===== config.mk =====
export PLATFORM = sky130hd
export DESIGN_NAME = sys_update_ctrl
export DESIGN_NICKNAME = d
export VERILOG_FILES = /design/src/rtl/sys_update_pkg.sv /design/src/rtl/sys_update_ctrl.sv
export SDC_FILE = /design/constraint.sdc
export NUM_CORES = 1
export LEC_CHECK = 0
export ABC_CLOCK_PERIOD_IN_PS = 6200
export BUFFER_PORTS_ARGS = -buffer_cell sky130_fd_sc_hd__buf_4
export CORE_MARGIN = 10
export CORE_UTILIZATION = 45
export CTS_BUF_LIST = sky130_fd_sc_hd__clkbuf_4 sky130_fd_sc_hd__clkbuf_8
export CTS_CLUSTER_DIAMETER = 60
export DETAILED_ROUTE_END_ITERATION = 8
export PLACE_DENSITY = 0.72
export SLEW_MARGIN = 20
export SYNTH_ARGS = -nofsm -noshare
export SYNTH_HDL_FRONTEND = slang
export SYNTH_SLANG_ARGS = --single-unit

===== constraint.sdc =====
create_clock -name clock -period 6.2 [get_ports clock]
set_input_delay 0.93 -clock clock [delete_from_list [all_inputs] [get_ports clock]]
set_output_delay 0.93 -clock clock [all_outputs]
set_load 0.03 [all_outputs]

===== src/rtl/sys_update_pkg.sv =====
// Shared types for the remote system-update controller: command opcodes,
// parameter selects for the update IP and the controller FSM states.
package sys_update_pkg;

    typedef enum logic [1:0] {
        OP_RD    = 2'd0,
        OP_WR    = 2'd1,
        OP_RECFG = 2'd2,
        OP_KICK  = 2'd3
    } op_e;

    localparam logic [2:0] PRM_STATUS    = 3'h0;
    localparam logic [2:0] PRM_WDT_TO    = 3'h2;
    localparam logic [2:0] PRM_WDT_EN    = 3'h3;
    localparam logic [2:0] PRM_BOOT_ADDR = 3'h4;
    localparam logic [2:0] PRM_CFG_MODE  = 3'h5;

    typedef enum logic [1:0] {
        IDLE  = 2'd0,
        ISSUE = 2'd1,
        WAIT  = 2'd2,
        DONE  = 2'd3
    } state_e;

endpackage


===== src/rtl/sys_update_ctrl.sv =====
// Single-command initiator for the remote-update IP; 4 cycles accept-to-rsp_valid when idle IP (2 for a kick).
// One command in flight: cmd_ready stays low from accept until the cycle after the response pulse.
module sys_update_ctrl #(
    parameter int MIN_WAIT = 2,
    parameter int TIMEOUT  = 4096,
    parameter int CNT_W    = 13
) (
    input  logic        clock,
    input  logic        reset_n,
    input  logic        cmd_valid,
    output logic        cmd_ready,
    input  logic [1:0]  cmd_op,
    input  logic [2:0]  cmd_param,
    input  logic [1:0]  cmd_source,
    input  logic [31:0] cmd_wdata,
    output logic        rsp_valid,
    output logic [31:0] rsp_rdata,
    output logic        rsp_error,
    input  logic        upd_busy,
    input  logic [31:0] upd_data_out,
    output logic [2:0]  upd_param,
    output logic [1:0]  upd_read_source,
    output logic [31:0] upd_data_in,
    output logic        upd_read_param,
    output logic        upd_write_param,
    output logic        upd_reconfig,
    output logic        upd_reset_timer,
    output logic        upd_reset
);
    import sys_update_pkg::*;

    localparam logic [CNT_W-1:0] MIN_WAIT_C = CNT_W'(MIN_WAIT);
    localparam logic [CNT_W-1:0] TIMEOUT_C  = CNT_W'(TIMEOUT);

    state_e           state;
    op_e              op_q;
    logic [CNT_W-1:0] cnt;
    logic [CNT_W-1:0] cnt_nxt;
    logic             rst_s0;

    assign cnt_nxt   = cnt + CNT_W'(1);
    assign cmd_ready = (state == IDLE) && !upd_reset;

    // Two-flop reset release: the IP is held in reset until the second edge after reset_n rises.
    always_ff @(posedge clock or negedge reset_n) begin
        if (!reset_n) begin
            rst_s0    <= 1'b0;
            upd_reset <= 1'b1;
        end else begin
            rst_s0    <= 1'b1;
            upd_reset <= ~rst_s0;
        end
    end

    always_ff @(posedge clock or negedge reset_n) begin
        if (!reset_n) begin
            state           <= IDLE;
            op_q            <= OP_RD;
            cnt             <= '0;
            upd_param       <= '0;
            upd_read_source <= '0;
            upd_data_in     <= '0;
            upd_read_param  <= 1'b0;
            upd_write_param <= 1'b0;
            upd_reconfig    <= 1'b0;
            upd_reset_timer <= 1'b0;
            rsp_valid       <= 1'b0;
            rsp_error       <= 1'b0;
            rsp_rdata       <= '0;
        end else begin
            upd_read_param  <= 1'b0;
            upd_write_param <= 1'b0;
            upd_reconfig    <= 1'b0;
            upd_reset_timer <= 1'b0;
            rsp_valid       <= 1'b0;
            rsp_error       <= 1'b0;
            case (state)
                IDLE: begin
                    if (cmd_valid && cmd_ready) begin
                        upd_param       <= cmd_param;
                        upd_read_source <= cmd_source;
                        upd_data_in     <= cmd_wdata;
                        op_q            <= op_e'(cmd_op);
                        // Strobes are registered so they are high exactly for the ISSUE cycle.
                        case (op_e'(cmd_op))
                            OP_RD:    upd_read_param  <= 1'b1;
                            OP_WR:    upd_write_param <= 1'b1;
                            OP_RECFG: upd_reconfig    <= 1'b1;
                            default:  upd_reset_timer <= 1'b1;
                        endcase
                        state <= ISSUE;
                    end
                end
                ISSUE: begin
                    cnt <= '0;
                    if (op_q == OP_KICK) begin
                        state     <= DONE;
                        rsp_valid <= 1'b1;
                    end else begin
                        state <= WAIT;
                    end
                end
                WAIT: begin
                    cnt <= cnt_nxt;
                    // Busy is only trusted once the IP has had MIN_WAIT cycles to raise it; success beats timeout.
                    if ((cnt_nxt >= MIN_WAIT_C) && !upd_busy) begin
                        state     <= DONE;
                        rsp_valid <= 1'b1;
                        if (op_q == OP_RD) begin
                            rsp_rdata <= upd_data_out;
                        end
                    end else if (cnt_nxt >= TIMEOUT_C) begin
                        state     <= DONE;
                        rsp_valid <= 1'b1;
                        rsp_error <= 1'b1;
                    end
                end
                DONE: begin
                    state <= IDLE;
                end
                default: begin
                    state <= IDLE;
                end
            endcase
        end
    end

endmodule


==> Word level (Yosys, flattened, before mapping) <==
Cells that the tools add are included.
{ "word_totals": {"memories": 0, "elab_cells": 64, "romBits": 0, "latchBits": 0, "input_bits": 75, "register_bits": 94, "ramBits": 0} }
{ "op_classes": {"n_eq_ne": 8, "mul": 0, "n_bitwise": 1, "div": 0, "magnitude_cmp": 2, "n_addsub": 1, "n_mux": 24, "reduce_logical": 13, "shift": 0} }
{ "ops": {"columns": ["operator", "count"], "rows": [
  ["13-bit one-hot mux with 2 select lines", 1],
  ["1-bit two-way mux", 18],
  ["13-bit by 1-bit adder with 13-bit output, second input constant", 1],
  ["13-bit >= comparator, second input constant", 1],
  ["13-bit by 2-bit >= comparator with 1-bit output, second input constant", 1],
  ["2-bit == test, second input constant", 4],
  ["2-bit one-hot mux with 4 select lines", 1],
  ["2-bit logical NOT", 3],
  ["2-bit two-way mux", 3],
  ["2-bit by 1-bit == test with 1-bit output, second input constant", 2],
  ["2-bit AND reduction", 2],
  ["1-bit logical AND", 3],
  ["3-bit inequality test, second input constant", 1],
  ["3-bit AND reduction", 1],
  ["3-bit OR reduction", 1],
  ["1-bit logical NOT", 2],
  ["2-bit by 1-bit inequality test with 1-bit output, second input constant", 1],
  ["1-bit one-hot mux with 2 select lines", 1],
  ["2-bit nonzero test", 1],
  ["1-bit inverter", 1]
]} }

==> Longest topological paths before layout <==
{ "depth": {"ltp_word": 5, "mapped_depth": 9, "depth_no_buf": 8} }

==> Least setup slack after synthesis <==
No wires, ideal clock.
{ "synth_timing": {"path_kind": "reg2reg", "from": "register cnt[0]", "to": "register rsp_rdata[0]", "synth_period_minus_slack_ps": 2477, "t_required_ps": 6075, "t_arrival_ps": 2351, "slack_ps": 3723, "setup_ps": 125, "path_stages_with_launch": 9, "n_path_buf": 1, "cell_sequence": "dfrtp_1 > ha_1 > nand4_4 > or4_4 > o211ai_2 > a41oi_4 > nand3_4 > buf_12 > mux2_4"} }
{ "synth_via": {"elab_chain_len": 4} }
{ "synth_lines": {"columns": ["element", "line", "rtl"], "rows": [
  ["start: declaration", "sys_update_ctrl.sv:37", "logic [CNT_W-1:0] cnt;"],
  ["start signal: assignment", "sys_update_ctrl.sv:104", "cnt <= cnt_nxt;"],
  ["13-bit by 1-bit adder with 13-bit output", "sys_update_ctrl.sv:41", "assign cnt_nxt = cnt + CNT_W'(1);"],
  ["13-bit by 2-bit >= comparator with 1-bit output", "sys_update_ctrl.sv:106", "if ((cnt_nxt >= MIN_WAIT_C) && !upd_busy) begin"],
  ["1-bit logical AND", "sys_update_ctrl.sv:106", null],
  ["3-bit AND reduction (no source line)", null, null],
  ["end signal: assignment", "sys_update_ctrl.sv:110", "rsp_rdata <= upd_data_out;"],
  ["end: declaration", "sys_update_ctrl.sv:17", "output logic [31:0] rsp_rdata,"]
]} }
Every way passes these cells.
A chain may end at the register's enable or synchronous reset.

==> Final worst setup path <==
{ "layout_timing": {"from": "register cnt[0]", "to": "register rsp_rdata[2]"} }
The elaborated chain is that of the path after synthesis.

==> results by group <==
Outcome
  • Status: finished clean

Synth
  • Yosys top cell by area: dfrtp_1
  • Synth Instances: ~380
  • Synth warn: 0
  • Top cell type's share of synthesized area: 0.547
  • Top FF cell, synth: dfrtp_1
  • Synth Cell Area: 4260 µm²
  • Post-synth top cells: 132 x nand2_1, 93 x dfrtp_1, 30 x mux2_4
  • Synth Register Bits: 94
  • Mean Syn Cell Area: ~11 µm²
  • Syn nets: 463
  • Register area share after synthesis: 0.553
  • Synth unique cells: between 50 and 60
  • EDFF count, synth: 0
  • Async SR Flop Fraction: 1.00
  • Most common cell in the synthesized netlist: nand2_1
  • Synth top area cells: dfrtp_1 55%, nand2_1 12%, mux2_4 11%

Hold path
  • Hold path startpoint: rst_s0
  • Min-Delay Endpoint: upd_reset
  • Worst min path class: reg2reg
  • Worst hold stages: 1

Layout
  • Multi-input logic area: approximately 1700 µm²
  • Fin cells: between 600 and 700
  • Ant. Diodes: 0
  • Layout cells sized above 1: 0.411
  • Cell area after layout: around 5600 µm²
  • Nets: between 600 and 700
  • Fillers: 770
  • P&R area growth vs syn: 31.7%
  • Reg area: about 2400 µm²

Route
  • Remaining routing DRC violations: 0
  • DR vias/cell: approximately 5
  • Total Wirelength: around 11000 µm
  • DRT iter0 DRCs: roughly 140
  • Vias: 3211
  • Wire length per cell: 16.3 µm
  • TritonRoute pass-1 iters: 4
  • Antenna-violating nets left: 0

Clock network
  • CTS root buf: clkbuf_8
  • Post-CTS resize count: 0
  • H-tree depth: 3
  • Hold_buf cts: 0
  • Num CTS Buffers: 9
  • Clk buf depth: 2
  • Worst skew pair latency: 0.37 ns
  • Clock sinks: between 90 and 100
  • Postcts setup bufs: 0
  • CTS tree: yes
  • Worst-path clk slew: around 0.1 ns

Worst setup path
  • FF-to-FF Start: cnt[0]
  • FF-to-FF path depth: 7
  • CP cell instances: ha_1 > nand4_4 > or4_4 > o211ai_2 > a41oi_4 > nand3_4 > mux2_2
  • Worst-path cell with the longest stage delay: nand3_4
  • Worst EP required: 6.45 ns
  • CP endpoint kind: flip-flop
  • CP max stage delay: 0.54 ns
  • Worst Path Arrival: approximately 3.2 ns
  • FF-to-FF setup slack: 3.23 ns
  • Critical path startpoint category: flip-flop
  • Reg2reg end: rsp_rdata[2]
  • CP max FO: 32
  • Kind of critical path: reg2reg

Floorplanning
  • Core ar.: 9240 µm²
  • I/O pins: between 150 and 200
  • Placement Rows: 35
  • Initial Util: 0.461
  • Die X: 117 µm
  • Die ar.: ~14000 µm²
  • Die height: between 100 and 150 µm

STA
  • Min Tclk post-route: 2.97 ns
  • RSZ-0062 raised after global routing: no
  • Slew of the pin with the lowest slew margin: between 0.6 and 0.7 ns
  • Slew Viols, Final: 0
  • F_max: around 0.34 GHz
  • Setup violations, final: 0
  • Final hold vios: 0
  • Slew headroom: 0.539
  • Clock Skew: approximately 0.02 ns
  • Sum Neg Setup Slack: 0 ns
  • Final worst path period share: 0.480
  • PnR worst setup slack: around 3.2 ns

Run
  • Max_cap viols: 0

Power
  • Pleak: just under 3 nW
  • Clock share of power: 0.146
  • NetSw: approximately 1.2 mW
  • Pwr dens: approximately 500 nW/µm²
  • Internal power: between 1.5 and 2 mW
  • Overall power: ~2.8 mW
  • Switching portion of total power: 0.437
  • Worst VDD drop: about 0.3 mV
  • Combinational share of power: 0.501
  • Seq pwr share: 0.353

GRT
  • Initial antenna violation count: 0
  • First-pass GRT wire length: between 15000 and 20000 µm
  • Total grt overflow: 0
  • Vias in the first global route: around 3400
  • Largest net degree at the start of global routing: between 50 and 60
  • Overall routing resource usage: 0.156

Placed design
  • Place WS: 3.23 ns
  • I/O Buffers: approximately 150
  • Post-DP HPWL: ~8000 µm
  • Placed Cells incl. Taps: ~640
  • GPL Wtd Cong: ~0.8
  • Placed instance area: around 5400 µm²
placed cells by master, fill, tap and decap left out, types with 2 or more instances in the layout:
| master | n |
|---|---|
| mux2_2 | 2 |
| or3_1 | 2 |
| mux2_4 | 30 |
| inv_8 | 3 |
| a21oi_1 | 2 |
| nand3_1 | 9 |
| inv_1 | 8 |
| clkinv_4 | 2 |
| dfrtp_1 | 93 |
| buf_4 | 154 |
| nor2b_1 | 2 |
| or4_1 | 3 |
| or2_2 | 2 |
| and3_1 | 3 |
| ha_1 | 5 |
| nor4_1 | 2 |
| xnor2_1 | 3 |
| nor3_1 | 5 |
| mux2i_1 | 6 |
| clkbuf_8 | 9 |
| o21ai_0 | 12 |
| a31oi_1 | 2 |
| o31ai_1 | 3 |
| nor3b_1 | 2 |
| nand2_1 | 132 |
| a22o_1 | 4 |
| nor2_1 | 4 |
how the worst max path moves through the flow:
stage / start / to / slack (ns) / cells past startpoint
floorplan: cnt[0] / rsp_rdata[0] / 3.72 / 8
global placement: cnt[0] / rsp_rdata[1] / 3.31 / 7
detailed placement: cnt[0] / rsp_rdata[1] / 3.23 / 7
CTS: cnt[0] / rsp_rdata[2] / 3.22 / 7
global route: cnt[0] / rsp_rdata[2] / 3.11 / 7
finish: cnt[0] / rsp_rdata[2] / 3.23 / 7
through the flow:
stage | hold WS, ns | util
5_1_grt | 0.379 | 0.607
6_report | 0.364 | 0.607
3_5_place_dp | 0.353 | 0.585
2_1_floorplan | 0.337 | -
3_3_place_gp | 0.340 | 0.585
4_1_cts | 0.368 | 0.607
state kept, by name, indices dropped and copies added (netlist names):
signal,count
upd_reconfig,1
upd_reset,1
upd_data_in,32
state,2
rst_s0,1
op_q,2
rsp_valid,1
upd_reset_timer,1
upd_read_source,2
upd_param,3
rsp_rdata,32
upd_write_param,1
cnt,13
upd_read_param,1
rsp_error,1
routing by layer:
layer,GRT usage,wire (µm),vias to the layer above
li1,-,-,1559
met1,0.184,4390,1531
met2,0.250,5140,105
met3,0.0637,1070,16
met4,0.0552,157,0
met5,0,0,-
worst max-delay path: cells and delay by family, from the launching register on:
family	cells	cell delay, ns
DFF	1	0.48
muxes	1	0.40
AOI/OAI and AO/OA	2	0.40
and+or+nand+nor	3	1.25
adders and majority gates	1	0.33
power by group through the flow:
stage                     clock [mW]  combinational, mW  sequential, mW
after detailed placement           0               1.42           0.991
final                          0.407               1.40           0.983
after global placement             0               1.39           0.985
after global routing           0.445               1.50            1.02
after CTS                      0.418               1.42           0.984
after floorplan                    0              0.470            1.41
logic make-up after synthesis:
family	after synthesis	synth area share
and+or+nand+nor	180	0.196
DFF	94	0.553
muxes	38	0.125
AOI/OAI and AO/OA	31	0.0556
buffers and inverters	30	0.0461
adders and majority gates	5	0.0147
xor gates and xnor gates	4	0.00823
other	1	0.000881
layout make-up:
cell class	count	area share
clock buffers	9	0.0221
clock inverters	7	0.0134
inverters	8	0.00536
multi-input cells	259	0.304
flip-flops and latches	94	0.420
well taps	129	0.0288
repair buffers	154	0.206
Note: power is estimated with default switching activity, not from simulation.
